### config.mk
export PLATFORM = sky130hd
export DESIGN_NAME = darkuart2_flat
export DESIGN_NICKNAME = d
export VERILOG_FILES = /design/src/rtl/darkuart2_pkg.sv /design/src/rtl/darkuart2_if.sv /design/src/rtl/darkuart2_fifo.sv /design/src/rtl/darkuart2.sv /design/src/flat_wrapper.sv
export SDC_FILE = /design/constraint.sdc
export NUM_CORES = 1
export LEC_CHECK = 0
export BUFFER_PORTS_ARGS = -buffer_cell sky130_fd_sc_hd__buf_2
export CORE_ASPECT_RATIO = 1.75
export CORE_MARGIN = 3
export CORE_UTILIZATION = 55
export DETAILED_ROUTE_END_ITERATION = 6
export PLACE_DENSITY = 0.72
export SYNTH_ARGS = -nofsm -noshare
export SYNTH_HDL_FRONTEND = slang
export SYNTH_SLANG_ARGS = --single-unit
### constraint.sdc
create_clock -name clk -period 3.7 [get_ports clk]
set_input_delay 0.37 -clock clk [delete_from_list [all_inputs] [get_ports clk]]
set_output_delay 0.37 -clock clk [all_outputs]
set_load 0.02 [all_outputs]
### src/rtl/darkuart2_pkg.sv
// darkuart2_pkg: shared FSM encodings, STATUS bit indices and byte-lane map for darkuart2.
// UART_PARITY_EN adds the PAR state between the last data bit and STOP.
package darkuart2_pkg;
`ifdef UART_PARITY_EN
    typedef enum logic [2:0] {S_IDLE, S_START, S_DATA, S_STOP, S_PAR} uart_state_t;
    localparam uart_state_t S_AFTER_D = S_PAR;
`else
    typedef enum logic [2:0] {S_IDLE, S_START, S_DATA, S_STOP} uart_state_t;
    localparam uart_state_t S_AFTER_D = S_STOP;
`endif
    localparam int ST_TXF = 0;
    localparam int ST_RXNE = 1;
    localparam int ST_TXE = 2;
    localparam int ST_OVR = 3;
    localparam int ST_FE = 4;
    localparam int ST_PE = 5;
    localparam int ST_IERX = 6;
    localparam int ST_IETXE = 7;
    localparam int BE_CTL = 0;
    localparam int BE_DAT = 1;
    localparam int BE_DIVL = 2;
    localparam int BE_DIVH = 3;
    function automatic logic parity(input logic [7:0] d, input logic odd);
        return ^d ^ odd;
    endfunction
endpackage

### src/rtl/darkuart2_if.sv
// darkuart2_if: IO-slot bus plus serial lines of darkuart2.
interface darkuart2_if;
    logic        rd;
    logic        wr;
    logic [3:0]  be;
    logic [31:0] datai;
    logic [31:0] datao;
    logic        irq;
    logic        rxd;
    logic        txd;
    modport master (output rd, wr, be, datai, rxd, input datao, irq, txd);
    modport slave (input rd, wr, be, datai, rxd, output datao, irq, txd);
endinterface

### src/rtl/darkuart2_fifo.sv
// darkuart2_fifo: byte FIFO of 2**DEPTH_LOG2 entries using wrap-bit pointers.
module darkuart2_fifo #(
    parameter int DEPTH_LOG2 = 4
) (
    input  logic       clk,
    input  logic       rst_n,
    input  logic       push_i,
    input  logic       pop_i,
    input  logic [7:0] data_i,
    output logic [7:0] head_o,
    output logic       full_o,
    output logic       empty_o
);
    logic [DEPTH_LOG2:0] wr_q, rd_q;
    logic [7:0] mem_q [2**DEPTH_LOG2];
    logic do_push, do_pop;
    assign empty_o = wr_q == rd_q;
    assign full_o = (wr_q[DEPTH_LOG2] != rd_q[DEPTH_LOG2]) && (wr_q[DEPTH_LOG2-1:0] == rd_q[DEPTH_LOG2-1:0]);
    assign do_pop = pop_i && !empty_o;
    // a pop in the same cycle frees the slot, so a push into a full FIFO still lands
    assign do_push = push_i && (!full_o || do_pop);
    assign head_o = mem_q[rd_q[DEPTH_LOG2-1:0]];
    always_ff @(posedge clk or negedge rst_n) begin
        if (!rst_n) begin
            wr_q <= '0;
            rd_q <= '0;
        end else begin
            if (do_push) wr_q <= wr_q + 1'b1;
            if (do_pop) rd_q <= rd_q + 1'b1;
        end
    end
    always_ff @(posedge clk) begin
        if (do_push) mem_q[wr_q[DEPTH_LOG2-1:0]] <= data_i;
    end
endmodule

### src/rtl/darkuart2.sv
// darkuart2: programmable-baud UART with TX/RX FIFOs, sticky error flags and level IRQ.
// Define UART_PARITY_EN for one parity bit (PARITY_ODD sense) per frame; default is 8N1.
module darkuart2 import darkuart2_pkg::*; #(
    parameter int          DEPTH_LOG2  = 4,
    parameter logic [15:0] DEFAULT_DIV = 16'd867,
    parameter bit          PARITY_ODD  = 1'b0
) (
    input logic       clk,
    input logic       rst_n,
    darkuart2_if.slave bus
);
    logic [15:0] div_q;
    logic ie_rx_q, ie_txe_q, ovr_q, fe_q, pe_q;
    logic [7:0] status;
    logic ctl_wr;
    logic tx_push, tx_pop, tx_full, tx_empty, txd_q;
    logic [7:0] tx_head;
    uart_state_t tx_st_q;
    logic [15:0] tx_cnt_q, tx_div_q;
    logic [8:0] tx_sh_q;
    logic [2:0] tx_bit_q;
    logic rx_push, rx_pop, rx_full, rx_empty, rx_fire, rxs, rx_prev_q;
    logic ovr_set, fe_set, pe_set;
    logic [7:0] rx_head, rx_sh_q;
    logic [2:0] rx_sync_q, rx_bit_q;
    uart_state_t rx_st_q;
    logic [15:0] rx_cnt_q, rx_div_q;
    assign ctl_wr = bus.wr && bus.be[BE_CTL];
    assign tx_push = bus.wr && bus.be[BE_DAT];
    assign tx_pop = !tx_empty && (tx_st_q == S_IDLE || (tx_st_q == S_STOP && tx_cnt_q == '0));
    darkuart2_fifo #(.DEPTH_LOG2(DEPTH_LOG2)) u_tx_fifo (
        .clk(clk), .rst_n(rst_n), .push_i(tx_push), .pop_i(tx_pop), .data_i(bus.datai[15:8]),
        .head_o(tx_head), .full_o(tx_full), .empty_o(tx_empty)
    );
    // txd follows the state one cycle late; the parity bit rides in tx_sh_q[8]
    always_ff @(posedge clk or negedge rst_n) begin
        if (!rst_n) begin
            tx_st_q <= S_IDLE;
            tx_cnt_q <= '0;
            tx_div_q <= '0;
            tx_sh_q <= '0;
            tx_bit_q <= '0;
            txd_q <= 1'b1;
        end else begin
            txd_q <= tx_st_q == S_START ? 1'b0 : (tx_st_q == S_IDLE || tx_st_q == S_STOP) ? 1'b1 : tx_sh_q[0];
            if (tx_pop) begin
                tx_st_q <= S_START;
                tx_cnt_q <= div_q;
                tx_div_q <= div_q;
                tx_sh_q <= {parity(tx_head, PARITY_ODD), tx_head};
            end else if (tx_st_q != S_IDLE) begin
                tx_cnt_q <= tx_cnt_q == '0 ? tx_div_q : tx_cnt_q - 1'b1;
                if (tx_cnt_q == '0) begin
                    tx_st_q <= tx_st_q == S_START ? S_DATA :
                               tx_st_q == S_DATA ? (tx_bit_q == 3'd7 ? S_AFTER_D : S_DATA) :
                               tx_st_q == S_STOP ? S_IDLE : S_STOP;
                    tx_bit_q <= tx_st_q == S_DATA ? tx_bit_q + 1'b1 : 3'd0;
                    if (tx_st_q == S_DATA) tx_sh_q <= tx_sh_q >> 1;
                end
            end
        end
    end
    assign rxs = rx_sync_q[2];
    assign rx_fire = rx_st_q != S_IDLE && rx_cnt_q == '0;
    assign rx_push = rx_fire && rx_st_q == S_STOP;
    assign rx_pop = bus.rd && bus.be[BE_DAT] && !rx_empty;
    assign fe_set = rx_push && !rxs;
    assign ovr_set = rx_push && rx_full && !rx_pop;
`ifdef UART_PARITY_EN
    assign pe_set = rx_fire && rx_st_q == S_PAR && rxs != parity(rx_sh_q, PARITY_ODD);
`else
    assign pe_set = 1'b0;
`endif
    darkuart2_fifo #(.DEPTH_LOG2(DEPTH_LOG2)) u_rx_fifo (
        .clk(clk), .rst_n(rst_n), .push_i(rx_push), .pop_i(rx_pop), .data_i(rx_sh_q),
        .head_o(rx_head), .full_o(rx_full), .empty_o(rx_empty)
    );
    always_ff @(posedge clk or negedge rst_n) begin
        if (!rst_n) begin
            rx_sync_q <= '1;
            rx_prev_q <= 1'b1;
            rx_st_q <= S_IDLE;
            rx_cnt_q <= '0;
            rx_div_q <= '0;
            rx_sh_q <= '0;
            rx_bit_q <= '0;
        end else begin
            rx_sync_q <= {rx_sync_q[1:0], bus.rxd};
            rx_prev_q <= rxs;
            if (rx_st_q == S_IDLE) begin
                if (rx_prev_q && !rxs) begin
                    rx_st_q <= S_START;
                    rx_cnt_q <= div_q >> 1;
                    rx_div_q <= div_q;
                end
            end else if (rx_cnt_q != '0) begin
                rx_cnt_q <= rx_cnt_q - 1'b1;
            end else begin
                rx_cnt_q <= rx_div_q;
                rx_st_q <= rx_st_q == S_START ? (rxs ? S_IDLE : S_DATA) :
                           rx_st_q == S_DATA ? (rx_bit_q == 3'd7 ? S_AFTER_D : S_DATA) :
                           rx_st_q == S_STOP ? S_IDLE : S_STOP;
                rx_bit_q <= rx_st_q == S_DATA ? rx_bit_q + 1'b1 : 3'd0;
                if (rx_st_q == S_DATA) rx_sh_q <= {rxs, rx_sh_q[7:1]};
            end
        end
    end
    // a flag being set overrides a same-cycle write-one-to-clear
    always_ff @(posedge clk or negedge rst_n) begin
        if (!rst_n) begin
            div_q <= DEFAULT_DIV;
            ie_rx_q <= 1'b0;
            ie_txe_q <= 1'b0;
            ovr_q <= 1'b0;
            fe_q <= 1'b0;
            pe_q <= 1'b0;
        end else begin
            if (ctl_wr) begin
                ie_rx_q <= bus.datai[ST_IERX];
                ie_txe_q <= bus.datai[ST_IETXE];
            end
            ovr_q <= ovr_set || (ovr_q && !(ctl_wr && bus.datai[ST_OVR]));
            fe_q <= fe_set || (fe_q && !(ctl_wr && bus.datai[ST_FE]));
            pe_q <= pe_set || (pe_q && !(ctl_wr && bus.datai[ST_PE]));
            if (bus.wr && bus.be[BE_DIVL]) div_q[7:0] <= bus.datai[23:16];
            if (bus.wr && bus.be[BE_DIVH]) div_q[15:8] <= bus.datai[31:24];
        end
    end
    always_comb begin
        status = '0;
        status[ST_TXF] = tx_full;
        status[ST_RXNE] = !rx_empty;
        status[ST_TXE] = tx_empty && tx_st_q == S_IDLE;
        status[ST_OVR] = ovr_q;
        status[ST_FE] = fe_q;
        status[ST_PE] = pe_q;
        status[ST_IERX] = ie_rx_q;
        status[ST_IETXE] = ie_txe_q;
    end
    assign bus.datao = {div_q, rx_empty ? 8'h00 : rx_head, status};
    assign bus.irq = (ie_rx_q && status[ST_RXNE]) || (ie_txe_q && status[ST_TXE]) || ovr_q || fe_q || pe_q;
    assign bus.txd = txd_q;
endmodule

### src/flat_wrapper.sv
// flat-port wrapper written by rule: the top's interface ports become plain ports
module darkuart2_flat import darkuart2_pkg::*;
#(
    parameter int          DEPTH_LOG2  = 4,
    parameter logic [15:0] DEFAULT_DIV = 16'd867,
    parameter bit          PARITY_ODD  = 1'b0
)
  (clk, rst_n, bus_rd, bus_wr, bus_be, bus_datai, bus_rxd, bus_datao, bus_irq, bus_txd);
  darkuart2_if bus_i ();
  input logic clk;
  input logic rst_n;
  input wire logic [$bits(bus_i.rd)-1:0] bus_rd;
  input wire logic [$bits(bus_i.wr)-1:0] bus_wr;
  input wire logic [$bits(bus_i.be)-1:0] bus_be;
  input wire logic [$bits(bus_i.datai)-1:0] bus_datai;
  input wire logic [$bits(bus_i.rxd)-1:0] bus_rxd;
  output wire logic [$bits(bus_i.datao)-1:0] bus_datao;
  output wire logic [$bits(bus_i.irq)-1:0] bus_irq;
  output wire logic [$bits(bus_i.txd)-1:0] bus_txd;
  assign bus_i.rd = bus_rd;
  assign bus_i.wr = bus_wr;
  assign bus_i.be = bus_be;
  assign bus_i.datai = bus_datai;
  assign bus_i.rxd = bus_rxd;
  assign bus_datao = bus_i.datao;
  assign bus_irq = bus_i.irq;
  assign bus_txd = bus_i.txd;
  darkuart2 #(.DEPTH_LOG2(DEPTH_LOG2), .DEFAULT_DIV(DEFAULT_DIV), .PARITY_ODD(PARITY_ODD)) u_core (.clk(clk), .rst_n(rst_n), .bus(bus_i));
endmodule
# After elaboration in Yosys (flattened, before gate mapping)
# Memories as Yosys holds them, arrays and structs flattened.
# Cells that the tools add are included.
[classes]
div_mod_pow = 0
order_cmp = 0
n_shift = 0
n_reduce_logical = 66
n_mux = 34
bitwise = 3
add_sub_neg = 8
mul = 0
eq_ne = 16
[op_table]
columns = ["op", "count"]
rows = [
  ["$mux 16", 6],
  ["$mux 3", 12],
  ["$mux 9", 4],
  ["$logic_not 16->1", 2],
  ["$sub 16x1->16 const B", 2],
  ["$logic_and 1x1->1", 29],
  ["$add 5x1->5 const B", 4],
  ["$reduce_bool 16->1", 1],
  ["$eq 3x2->1 const B", 4],
  ["$eq 5x5->1", 2],
  ["$logic_or 1x1->1", 10],
  ["$logic_not 1->1", 9],
  ["$reduce_and 3->1", 3],
  ["$eq 4x4->1", 2],
  ["$mux 1", 8],
  ["$mux 8", 1],
  ["$reduce_and 2->1", 4],
  ["$reduce_xor 8->1", 1],
  ["$add 3x1->3 const B", 2],
  ["$eq 3x1->1 const B", 2],
  ["$eq 3x3->1 const B", 2],
  ["$logic_not 3->1", 2],
  ["$mux 2", 3],
  ["$reduce_bool 2->1", 3],
  ["other kinds (5)", 9],
]
[word_totals]
out_inout_bits = 34
n_memories = 2
ramBits = 256
elab_cells = 153
inputBits = 41
latch_bits = 0
ff_bits = 139
rom_bits = 0
[memory_table]
columns = ["memory", "depth", "word_bits", "read_ports", "rd_ports_with_merged_regs", "write_ports", "line_no", "text"]
rows = [
  ["u_core.u_rx_fifo.mem_q", 16, 8, 1, 0, 1, "darkuart2_fifo.sv:15", "logic [7:0] mem_q [2**DEPTH_LOG2];"],
  ["u_core.u_tx_fifo.mem_q", 16, 8, 1, 0, 1, "darkuart2_fifo.sv:15", ""],
]

# Longest topological paths before layout
# Gate-level depths: netlist of run 1.
[logic_depth]
ltp_word = 9
mapped_depth = 10

# Hierarchy
# Synthesis of run 1 repeated with hierarchy kept, for this count alone.
[hier_totals]
hier_cells = 1131
area_unflattened_um2 = 17090.1
[modules_own_cells]
columns = ["module", "cells_each", "area_per_inst_um2", "seq_area_each_um2", "n_inst"]
rows = [
  ["darkuart2_fifo", 269, 5547.8, 4093.9, 2],
  ["darkuart2", 593, 5994.5, 2941.6, 1],
]

# Worst setup path before layout of run 1
# Ideal clock, no wire load.
[synth_timing]
path_kind = "reg2reg"
from = "register u_core.rx_cnt_q[6]"
to = "memory u_core.u_rx_fifo.mem_q[1][0] (enable)"
n_path_buf = 1
arrival_time_ns = 2.888
stages_incl_launch_ff = 8
synth_period_minus_slack_ns = 3.282
required_ns = 3.305
slack_ns = 0.418
path_cell_list = "dfrtp_1 or4_4 nor4_4 nand2_2 nor4b_4 and4_4 buf_6 nor4bb_1"
[synth_via]
elab_chain_cells = 6
[synth_rtl]
columns = ["item", "line_no", "text"]
rows = [
  ["start: declaration", "darkuart2.sv:27", "logic [15:0] rx_cnt_q, rx_div_q;"],
  ["start signal: assignment", "darkuart2.sv:93", "rx_cnt_q <= div_q >> 1;"],
  ["start signal: assignment", "darkuart2.sv:97", "rx_cnt_q <= rx_cnt_q - 1'b1;"],
  ["start signal: assignment", "darkuart2.sv:99", "rx_cnt_q <= rx_div_q;"],
  ["$logic_not 16->1", "darkuart2.sv:64", "assign rx_fire = rx_st_q != S_IDLE && rx_cnt_q == '0;"],
  ["$logic_and 1x1->1", "darkuart2.sv:64", ""],
  ["$logic_and 1x1->1", "darkuart2.sv:65", "assign rx_push = rx_fire && rx_st_q == S_STOP;"],
  ["$logic_and 1x1->1", "darkuart2_fifo.sv:21", "assign do_push = push_i && (!full_o || do_pop);"],
  ["$mux 1", "darkuart2_fifo.sv:33", "if (do_push) mem_q[wr_q[DEPTH_LOG2-1:0]] <= data_i;"],
  ["$mux 1 (implied by the code)", "darkuart2_fifo.sv:33", ""],
  ["end: declaration", "darkuart2_fifo.sv:15", ""],
]
# Every way passes these cells.

# Worst setup path after layout of run 1
[layout_timing]
from = "register u_core.u_rx_fifo.rd_q[0]"
to = "output bus_datao[14]"
[layout_via]
elab_chain_cells = 2
elab_cells_between_ends = 3
classes_between = "eq/ne (1); mux (1); memory (1)"
[layout_rtl]
columns = ["item", "line_no", "text"]
rows = [
  ["start: declaration", "darkuart2_fifo.sv:14", "logic [DEPTH_LOG2:0] wr_q, rd_q;"],
  ["start signal: assignment", "darkuart2_fifo.sv:29", "if (do_pop) rd_q <= rd_q + 1'b1;"],
  ["$mem_v2 16x8 or $eq 5x5->1 (tied branches)", "--", ""],
  ["$mux 8 (*)", "darkuart2.sv:140", "assign bus.datao = {div_q, rx_empty ? 8'h00 : rx_head, status};"],
  ["end: declaration", "flat_wrapper.sv:17", "output wire logic [$bits(bus_i.datao)-1:0] bus_datao;"],
]
# Mark *: on every way between the ends. The rest lies on a longest branch, timed or not.

==> results of run 1 <==
cells in the final DEF (no fill, tap or decap), types with 9 or more instances in the layout:
cell type  synthesis  routed
nand2_1          117     117
clkbuf_1          38      11
nor2_1            32      31
ha_1              22      22
nand3_1           26      26
edfxtp_1         256     256
nor2b_1           15      15
mux2_2            43      43
nand4_1           10      10
nor3_1             9       9
dfstp_2           11      11
clkbuf_16          0      38
buf_2              9      70
and3_1            10      10
and2_1            15      15
mux4_2            72      72
o21ai_0           59      59
xor2_1            15      15
a22o_1            12      12
dfrtp_1          126     124
buf_4              8      30
inv_1             16      16
nor4_1            11      11
a21oi_1           19      19
a22oi_1           17      17
o211ai_1          16      16
mux2i_1           22      22
xnor2_1           30      30
layer usage:
| metal | GRT usage [%] | wire (µm) | vias to the layer above |
|---|---|---|---|
| met5 | 0 | 0 | - |
| met4 | 8.42 | 1360 | 0 |
| met3 | 2.99 | 1480 | 69 |
| met2 | 42.6 | 20500 | 248 |
| met1 | 25.6 | 13000 | 4804 |
| li1 | - | - | 4391 |
final timing paths:
check | end | start | slack [ns] | depth (start not counted)
worst max register to register | u_core.u_tx_fifo.mem_q[2][6] | u_core.tx_cnt_q[11] | 0.70 | 6
max in group asynchronous | u_core.bus.txd | rst_n | 2.28 | 3
min in group asynchronous | u_core.ovr_q | rst_n | 0.50 | 2
worst min register to register | u_core.rx_sync_q[1] | u_core.rx_sync_q[0] | 0.36 | 0
worst min-delay path | u_core.ie_txe_q | bus_datai[7] | 0.06 | 2
worst max-delay path | bus_datao[14] | u_core.u_rx_fifo.rd_q[0] | 0.39 | 5
cell usage after synthesis (all sizes together), types with 3 or more instances:
master	n	area, µm²
edfxtp	256	7690
dfrtp	126	3150
nand2	118	445
mux4	72	1620
o21ai	59	295
mux2	43	484
clkbuf	38	143
nor2	33	131
xnor2	30	263
buf	27	150
nand3	26	130
ha	22	275
mux2i	22	220
a21oi	20	104
a22oi	17	128
inv	16	60.1
o211ai	16	120
and2	15	93.8
nor2b	15	93.8
xor2	15	131
a22o	12	105
nor4	12	90.1
dfstp	11	289
and3	10	62.6
nand4	10	62.6
nor3	9	45.0
nand2b	6	37.5
nor3b	6	45.0
or4	6	48.8
and4	5	48.8
or3	5	31.3
and4b	4	40.0
a211oi	3	22.5
a31oi	3	18.8
or2	3	18.8
repair_timing:
item,in CTS,in global routing
buffers inserted,0,0
resized for setup,0,0
hold endpoints to repair,88,0
hold buffers,3,0
sequential cells by signal, indices dropped and copies added, names as in the netlist, 2 cells and up, named ones only:
register                flops
u_core.tx_cnt_q            16
u_core.tx_st_q              2
u_core.tx_sh_q              9
u_core.u_rx_fifo.wr_q       5
u_core.rx_sh_q              8
u_core.tx_div_q            16
u_core.rx_bit_q             3
u_core.u_rx_fifo.rd_q       5
u_core.u_rx_fifo.mem_q    128
u_core.rx_div_q            16
u_core.tx_bit_q             3
u_core.u_tx_fifo.mem_q    128
u_core.u_tx_fifo.rd_q       5
u_core.rx_cnt_q            16
u_core.u_tx_fifo.wr_q       5
u_core.rx_sync_q            3
u_core.div_q               16
worst reg2reg max path, cell delays in order, from the launching register on:
cell,delay [ns]
dfrtp_1,0.42
or3_1,0.42
nor3_1,0.32
a41oi_1,0.29
a21oi_2,0.23
nor3b_1,0.48
and2_1,0.49
kinds of logic after synthesis:
kind of cell | count (synthesis) | synth area share, %
xor+xnor | 45 | 2.33
flops | 393 | 65.9
mux | 137 | 13.8
simple gates | 290 | 8.93
buf+inv | 81 | 2.09
compound gates | 144 | 5.37
fa+ha+maj | 22 | 1.63
where the power goes:
part	leakage, nW	total, mW	internal, mW	switching [mW]
clock network	0.615	3.93	2.30	1.63
registers	4.04	5.89	5.24	0.651
logic	2.57	3.64	1.78	1.86
total	7.22	13.5	9.32	4.14
through the flow:
step | std cells | instance area, µm² | setup WS (ns) | power [mW]
after global routing | 1607 | 19000 | 0.216 | 14.1
after detailed placement | 1536 | 17700 | 0.675 | 9.66
after CTS | 1607 | 19000 | 0.312 | 13.6
after global placement | 1536 | 17700 | 0.753 | 9.54
after floorplan | 1112 | 16900 | 0.418 | 8.53
final | 1607 | 19000 | 0.385 | 13.5
final cells by class:
cell class	instances	area (µm²)
fill	2179	11200
clock buffer	54	1060
sequential	393	11100
multi-input combinational	638	5410
timing repair buffer	105	637
tap	387	484
inverter	16	60.1
clock inverter	14	203
==> summary.txt, run 1 <==
status: finished clean
Seq/Total Area, Yosys: 65.9%
vias per cell: 5.92
CTS tree: done
WL final: 36300 µm
Setup TNS: 0 ns
Syn-to-layout area delta: 12.4%
CP Cell Sequence: buf_4 > mux4_2 > mux4_2 > nor2b_1 > buf_2
Req. time, crit path: 3.33 ns
Routed Antenna Nets: 0
Fmax achieved: 302 MHz
first-pass GRT wire length: 56700 µm
DRC marker count from the first detailed-route iteration: 844
CP startpoint kind: flop
Final setup viols: 0
ratio of cells with drive above 1 in the final layout: 24.4%
Initial Utilization: 56.0%
Unique masters post-synth: 62
critical setup path kind: flop to primary output
via count: 9512
I/O pin count: 75
Max Cap Viol: 0
EDFF count, synth: 256
largest net degree at the start of global routing: 96
RSZ-0062 raised after global routing: false
Yosys Warn Count: 0
CP Buf/Inv Count: 2
die height: 238 µm
Die X: 138 µm
Static Leak: 7.22 nW
Tmin final: 3.31 ns
Nets: 1254
Mapped Cells: 1112
pwr dens: 709 nW/µm²
clk slew on worst S/H paths: 0.07 ns
Avg Synthesized Cell Area: 15.2 µm²
crit share post-route: 89.6%
Skew-Pair Late Insertion Delay: 0.55 ns
WHS: 0.0625 ns
total global-route track usage: 22.4%
row cnt: 84
residual DRC count: 0
CP max stage delay: 0.63 ns
Layout Utilization: 63.0%
Port Buffer Count: 71
ys async rst share: 34.9%
initial antenna violation count: 0
DP HPWL: 25400 µm
Mapped Nets: 1175
number of global-route vias before repair: 9789
Slew @ Worst Pin: 0.978 ns
Main synth FF type: edfxtp_1
Critical-path top delay cell: dfrtp_2
Post-Syn Area: 16900 µm²
delay-heaviest family, CP: multiplexers
fin. max-slew vios: 0
VDD IR max: 535 µV
Worst path most repeated cell: mux4_2
CTS max path bufs: 3
synthesized flop and latch total: 393
Worst EP arrival: 2.94 ns
H-tree levels: 2
cts bufs inserted: 37
DR WL/cell: 22.6 µm
CTS Sinks: 393
Worst Hold Class: primary input to flop
root buf cell: clkbuf_16
worst-path maximum fanout: 16
Die ar.: 32900 µm²
n_diodes: 0
skew final: 0.0370 ns
Slew HR: 34.8%
GP Congestion: 0.873
remaining global-route overflow: 0
critical path endpoint category: primary output
Initial DRT Pass Iterations: 5
Final Hold Viols: 0
core area: 30200 µm²
(Power assumes the default switching activity.)
==> run 2, diff against run 1 <==
ABC_AREA = 1   (was not set)
==> run 2 against run 1 <==
Die area grew 5.2%. Sequential share of layout area shrank 2.1 points. Worst hold slack gained 0.0041 ns. Maximum frequency shrank 4.4%. Setup slack lost 0.15 ns. Sequential cell count is the same. Critical path depth grew 3. Non-clock buffer count shrank 11. First-iteration DRC count shrank 4.9%. Register-to-register slack gained 0.03 ns. Clock skew shrank 0.020 ns.
==> summary.txt, run 2 <==
worst-path maximum fanout: 19
Hold Path Cell Cnt: 3
Synth area leader: edfxtp_1
Hold EP: u_core.div_q[9]
VDD IR max: 516 µV
Skew-Pair Late Insertion Delay: 0.54 ns
remaining global-route overflow: 0
crit share post-route: 93.7%
placed inst area: 18400 µm²
largest net degree at the start of global routing: 101
CP startpoint kind: flop
Design Area, Final: 19700 µm²
Tmin final: 3.47 ns
Static Leak: 8.43 nW
Setup TNS: 0 ns
Unique masters post-synth: 48
Worst Reg2Reg Path Length in Cells: 10
Worst EP arrival: 3.10 ns
root buf cell: clkbuf_16
Die ar.: 34600 µm²
vias per cell: 5.49
Main synth FF type: edfxtp_1
commonest non-fill, non-tap cell in the layout: nand2_1
Final Hold Viols: 0
origin of the critical flop-to-flop path: u_core.rx_cnt_q[0]
number of global-route vias before repair: 12.5k
Slew @ Worst Pin: 0.960 ns
commonest cells in the netlist: nand2_1, edfxtp_1, nor2_1
Inst Count DP: 2189
Max Cap Viol: 0
CP Buf/Inv Count: 2
core area: 31700 µm²
critical setup path kind: flop to primary output
Syn-to-layout area delta: 10.7%
skew final: 0.0166 ns
ys async rst share: 34.9%
initial antenna violation count: 0
H-tree levels: 2
row cnt: 86
Mapped Cells: 1775
DP HPWL: 27800 µm
synthesized flop and latch total: 393
Routed Antenna Nets: 0
Initial DRT Pass Iterations: 5
first-pass GRT wire length: 64700 µm
status: finished clean
Yosys Warn Count: 0
residual DRC count: 0
clk slew on worst S/H paths: 0.07 ns
critical path endpoint category: primary output
CTS max path bufs: 3
ratio of cells with drive above 1 in the final layout: 11.2%
Port Buffer Count: 71
I/O pin count: 75
pwr dens: 762 nW/µm²
EDFF count, synth: 256
WL final: 40800 µm
fin cells: 2257
R2R Setup Slk: 0.73 ns
Post-CTS Setup Bufs: 0
Req. time, crit path: 3.33 ns
CTS tree: done
Avg Synthesized Cell Area: 10.0 µm²
die height: 244 µm
Final setup viols: 0
via count: 12.4k
Worst path most repeated cell: nand2_1
Initial Utilization: 56.1%
post-synth top area share: 43.2%
GP Congestion: 0.927
Hold Path Origin: bus_datai[25]
RSZ-0062 raised after global routing: false
CP Cell Sequence: xnor2_1 > nand2_1 > nor4_4 > nand3_2 > clkinv_1 > a22oi_1 > nand2_1 > buf_2
WHS: 0.0666 ns
Synth area leaders: edfxtp_1, dfrtp_1, nand2_1
Post-Syn Area: 17800 µm²
Fmax achieved: 288 MHz
Seq/Total Area, Yosys: 62.5%
r2r endpoint: u_core.u_rx_fifo.mem_q[10][0]
Critical-path top delay cell: dfrtp_1
most frequent cells in the layout: nand2_1, edfxtp_1, nor2_1
DR WL/cell: 18.1 µm
Slew HR: 36.0%
Die X: 142 µm
fin. max-slew vios: 0
CP max stage delay: 0.69 ns
Worst Hold Class: primary input to flop
total global-route track usage: 23.8%
CTS Sinks: 393
Mapped Nets: 1838
delay-heaviest family, CP: buffers and inverters
cts bufs inserted: 36
Nets: 1896
count leader, synth: nand2_1
n_diodes: 0
DRC marker count from the first detailed-route iteration: 803
run 2: cell types whose count changed in the layout (fill, tap and decap cells not counted), moves of 17 or more:
cell and delta:
nor2_1 +174, o21ai_0 +58, mux2_2 -29, mux4_2 -72, o221ai_1 +17, nand2_1 +344, o32ai_1 +21, xnor2_1 -22
nand3_1 +68, inv_1 +162
run 2: worst register-to-register path, delay by kind of cell (launching register included):
kind	cells	cell delay, ns
simple gates	6	1.67
fa+ha+maj	1	0.17
flops	1	0.38
buf+inv	3	0.38
run 2: metal layers:
layer  up-vias  track usage, %  share of wire [%]
li1       6009               -                  -
met1      5998            25.6                 36
met2       287            45.9                 56
met3        88            2.76                3.5
met4         0            10.2                4.1
met5         -               0                  0
run 2: worst max path at each step:
stage                             startpoint                             to  cells past startpoint
floorplan                 u_core.rx_cnt_q[0]   u_core.u_rx_fifo.mem_q[4][0]                     10
global placement          u_core.rx_cnt_q[0]  u_core.u_rx_fifo.mem_q[10][5]                     10
detailed placement        u_core.rx_cnt_q[0]  u_core.u_rx_fifo.mem_q[10][5]                     10
CTS                 u_core.u_tx_fifo.rd_q[2]                        bus_irq                      8
global route        u_core.u_tx_fifo.rd_q[2]                        bus_irq                      8
finish              u_core.u_tx_fifo.rd_q[2]                        bus_irq                      8
run 2: cells by family (layout without fill, tap and decap cells):
kind of cell	count (synthesis)	count (layout)	share of synthesized area [%]
AO/OA/AOI/OAI	231	231	7.78
XOR/XNOR	39	39	1.92
adder cells (fa/ha/maj)	22	22	1.55
buffers and inverters	262	348	6.21
flip-flops	393	393	62.5
multiplexers	26	26	1.56
AND/OR/NAND/NOR	802	802	18.4
run 2: layout make-up:
type,count,area (µm²)
well taps,396,495
fillers,2546,12000
multi-input cells,1120,5560
clock buffers,41,961
clock inverters,25,293
repair buffers,94,552
flip-flops and latches,393,11100
inverters,188,711
run 2: where the power goes:
part / total [mW] / leakage, nW / switching, mW / internal (mW)
clock network: 3.92 / 0.611 / 1.62 / 2.30
registers: 5.82 / 3.90 / 0.529 / 5.29
logic: 5.27 / 3.91 / 3.55 / 1.72
run 2: what timing repair did:
action	CTS	global route
hold buffers	2	0
endpoints found under the hold margin	34	0
resized for setup	0	0
run 2: through the flow:
stage / util [%] / total power [mW] / setup WS, ns
after CTS: 62.1 / 15.1 / 0.257
after detailed placement: 58.1 / 11.1 / 0.713
after global routing: 62.1 / 16.0 / 0.0696
final: 62.1 / 15.0 / 0.233
after global placement: 58.1 / 11.0 / 0.730
after floorplan: - / 9.84 / 1.44
==> run 3, diff against run 2 <==
HOLD_SLACK_MARGIN = 0.08   (was not set)
SYNTH_HIERARCHICAL = 1   (was not set)
==> run 3 against run 2 <==
Final cell count increased by 3.9%. Clock-buffer cell count rose by 11. Routed wire length up 3.6%. Maximum frequency is 6.1% higher. Clock skew decreased by 0.0012 ns.
==> summary.txt, run 3 <==
total global-route track usage: 24.4%
sequential power share: 42.9%
clk slew on worst S/H paths: 0.07 ns
Setup TNS: 0 ns
Static Leak: 8.32 nW
Design Area, Final: 20000 µm²
fin. max-slew vios: 0
setup ws final: 0.433 ns
CP max stage delay: 0.66 ns
H-tree levels: 2
Synth area leaders: edfxtp_1, dfrtp_1, nand2_1
CP Cell Sequence: inv_2 > nand2_1 > nand2_1 > nor2_4 > nand3_1 > inv_1 > nor2_2 > nand2_4 > clkinv_4 > inv_1 > nand4_4 > nand2_2 > nor2_1
CTS tree: done
Worst EP arrival: 3.43 ns
post-synth top area share: 42.6%
I/O pin count: 75
pwr dens: 658 nW/µm²
synthesized flop and latch total: 393
skew final: 0.0154 ns
Internal: 8.52 mW
CP Buf/Inv Count: 4
row cnt: 87
CP startpoint kind: flop
Main synth FF type: edfxtp_1
initial antenna violation count: 0
WHS: 0.0821 ns
delay-heaviest family, CP: simple AND/OR/NAND/NOR gates
first-pass GRT wire length: 66600 µm
DP HPWL: 29600 µm
DR WL/cell: 18.0 µm
switching part of the total power: 35.2%
fillers: 2634
NetSw: 4.63 mW
Yosys Warn Count: 6
Tot Pwr: 13.1 mW
ys async rst share: 34.9%
Routed Antenna Nets: 0
ratio of cells with drive above 1 in the final layout: 11.9%
residual DRC count: 0
Unique masters post-synth: 43
crit share post-route: 88.3%
Initial Utilization: 55.8%
Slew @ Worst Pin: 0.843 ns
DRC marker count from the first detailed-route iteration: 904
Initial DRT Pass Iterations: 5
VDD IR max: 596 µV
Mapped Nets: 1909
Inst Count DP: 2261
remaining global-route overflow: 0
worst slack at placement: 0.424 ns
root buf cell: clkbuf_16
n_diodes: 0
largest net degree at the start of global routing: 84
status: finished clean
Die ar.: 35100 µm²
Syn-to-layout area delta: 10.7%
Req. time, crit path: 3.87 ns
Skew-Pair Late Insertion Delay: 0.53 ns
number of global-route vias before repair: 12.8k
Post-Syn Area: 18000 µm²
Die X: 143 µm
Final setup viols: 0
Fmax achieved: 306 MHz
Tmin final: 3.27 ns
critical setup path kind: flop to flop
worst-path maximum fanout: 33
Slew HR: 43.6%
commonest cells in the netlist: nand2_1, nor2_1, edfxtp_1
GP Congestion: 0.940
CTS resizes: 0
Seq/Total Area, Yosys: 61.7%
CTS max path bufs: 3
count leader, synth: nand2_1
commonest non-fill, non-tap cell in the layout: nand2_1
Post-CTS Setup Bufs: 0
core area: 32300 µm²
Layout Utilization: 61.8%
clock power share: 27.3%
Logic pwr share: 29.8%
via count: 13.0k
Worst Hold Class: primary input to flop
placed inst area: 18700 µm²
EDFF count, synth: 256
Max Cap Viol: 0
Final Hold Viols: 0
cts bufs inserted: 36
Avg Synthesized Cell Area: 9.77 µm²
Synth area leader: edfxtp_1
fin cells: 2344
critical path endpoint category: flop
CTS Sinks: 393
most frequent cells in the layout: nand2_1, nor2_1, edfxtp_1
WL final: 42200 µm
Port Buffer Count: 71
die height: 246 µm
Nets: 1980
RSZ-0062 raised after global routing: false
Critical-path top delay cell: nor2_1
Mapped Cells: 1846
vias per cell: 5.55
-- run 3: cell type report --
type	instances	area (µm²)	share of cell area, %
Sequential cell	393	11100	55.8
Multi-Input combinational cell	1225	5920	29.6
Clock buffer	52	987	4.94
Timing Repair Buffer	111	719	3.60
Inverter	150	569	2.85
Tap cell	400	500	2.51
Clock inverter	13	143	0.714
-- run 3: cell families after synthesis --
group | count (synthesis) | synth area share (%)
flops | 393 | 61.7
fa+ha+maj | 22 | 1.53
xor+xnor | 26 | 1.26
compound gates | 273 | 8.31
buf+inv | 228 | 5.53
simple gates | 886 | 20.6
mux | 18 | 1.12
-- run 3: worst paths after layout --
kind / slack (ns) / startpoint / cells after the start / to
worst max-delay path: 0.43 / u_core/u_tx_fifo/rd_q[2] / 13 / u_core/u_tx_fifo/mem_q[10][1]
worst min-delay path: 0.08 / bus_datai[20] / 2 / u_core/div_q[4]
worst max register to register: 0.43 / u_core/u_tx_fifo/rd_q[2] / 13 / u_core/u_tx_fifo/mem_q[10][1]
worst min register to register: 0.35 / u_core/rx_sync_q[1] / 0 / u_core/rx_sync_q[2]
max in group asynchronous: 2.47 / rst_n / 3 / u_core/div_q[5]
min in group asynchronous: 0.43 / rst_n / 2 / u_core/rx_cnt_q[15]
-- run 3: timing repair --
item / CTS / global route
endpoints found under the setup margin: 0 / 0
hold buffers: 18 / 0
hold endpoints to repair: 93 / 0
-- run 3: power groups by stage --
stage	registers, mW	clock network, mW	logic [mW]
after floorplan	5.62	0	2.94
after global placement	5.70	0	3.79
after detailed placement	5.71	0	3.88
after CTS	5.63	3.66	3.92
after global routing	5.70	3.84	4.45
final	5.64	3.59	3.92
-- run 3: routing by layer --
metal	wire [µm]	up-vias	GRT usage, %	part of all wire (%)
li1	-	6298	-	-
met1	14800	6216	25.7	35
met2	23200	339	45.5	55
met3	1600	146	3.09	3.8
met4	2650	0	14.0	6.3
met5	0	-	0	0
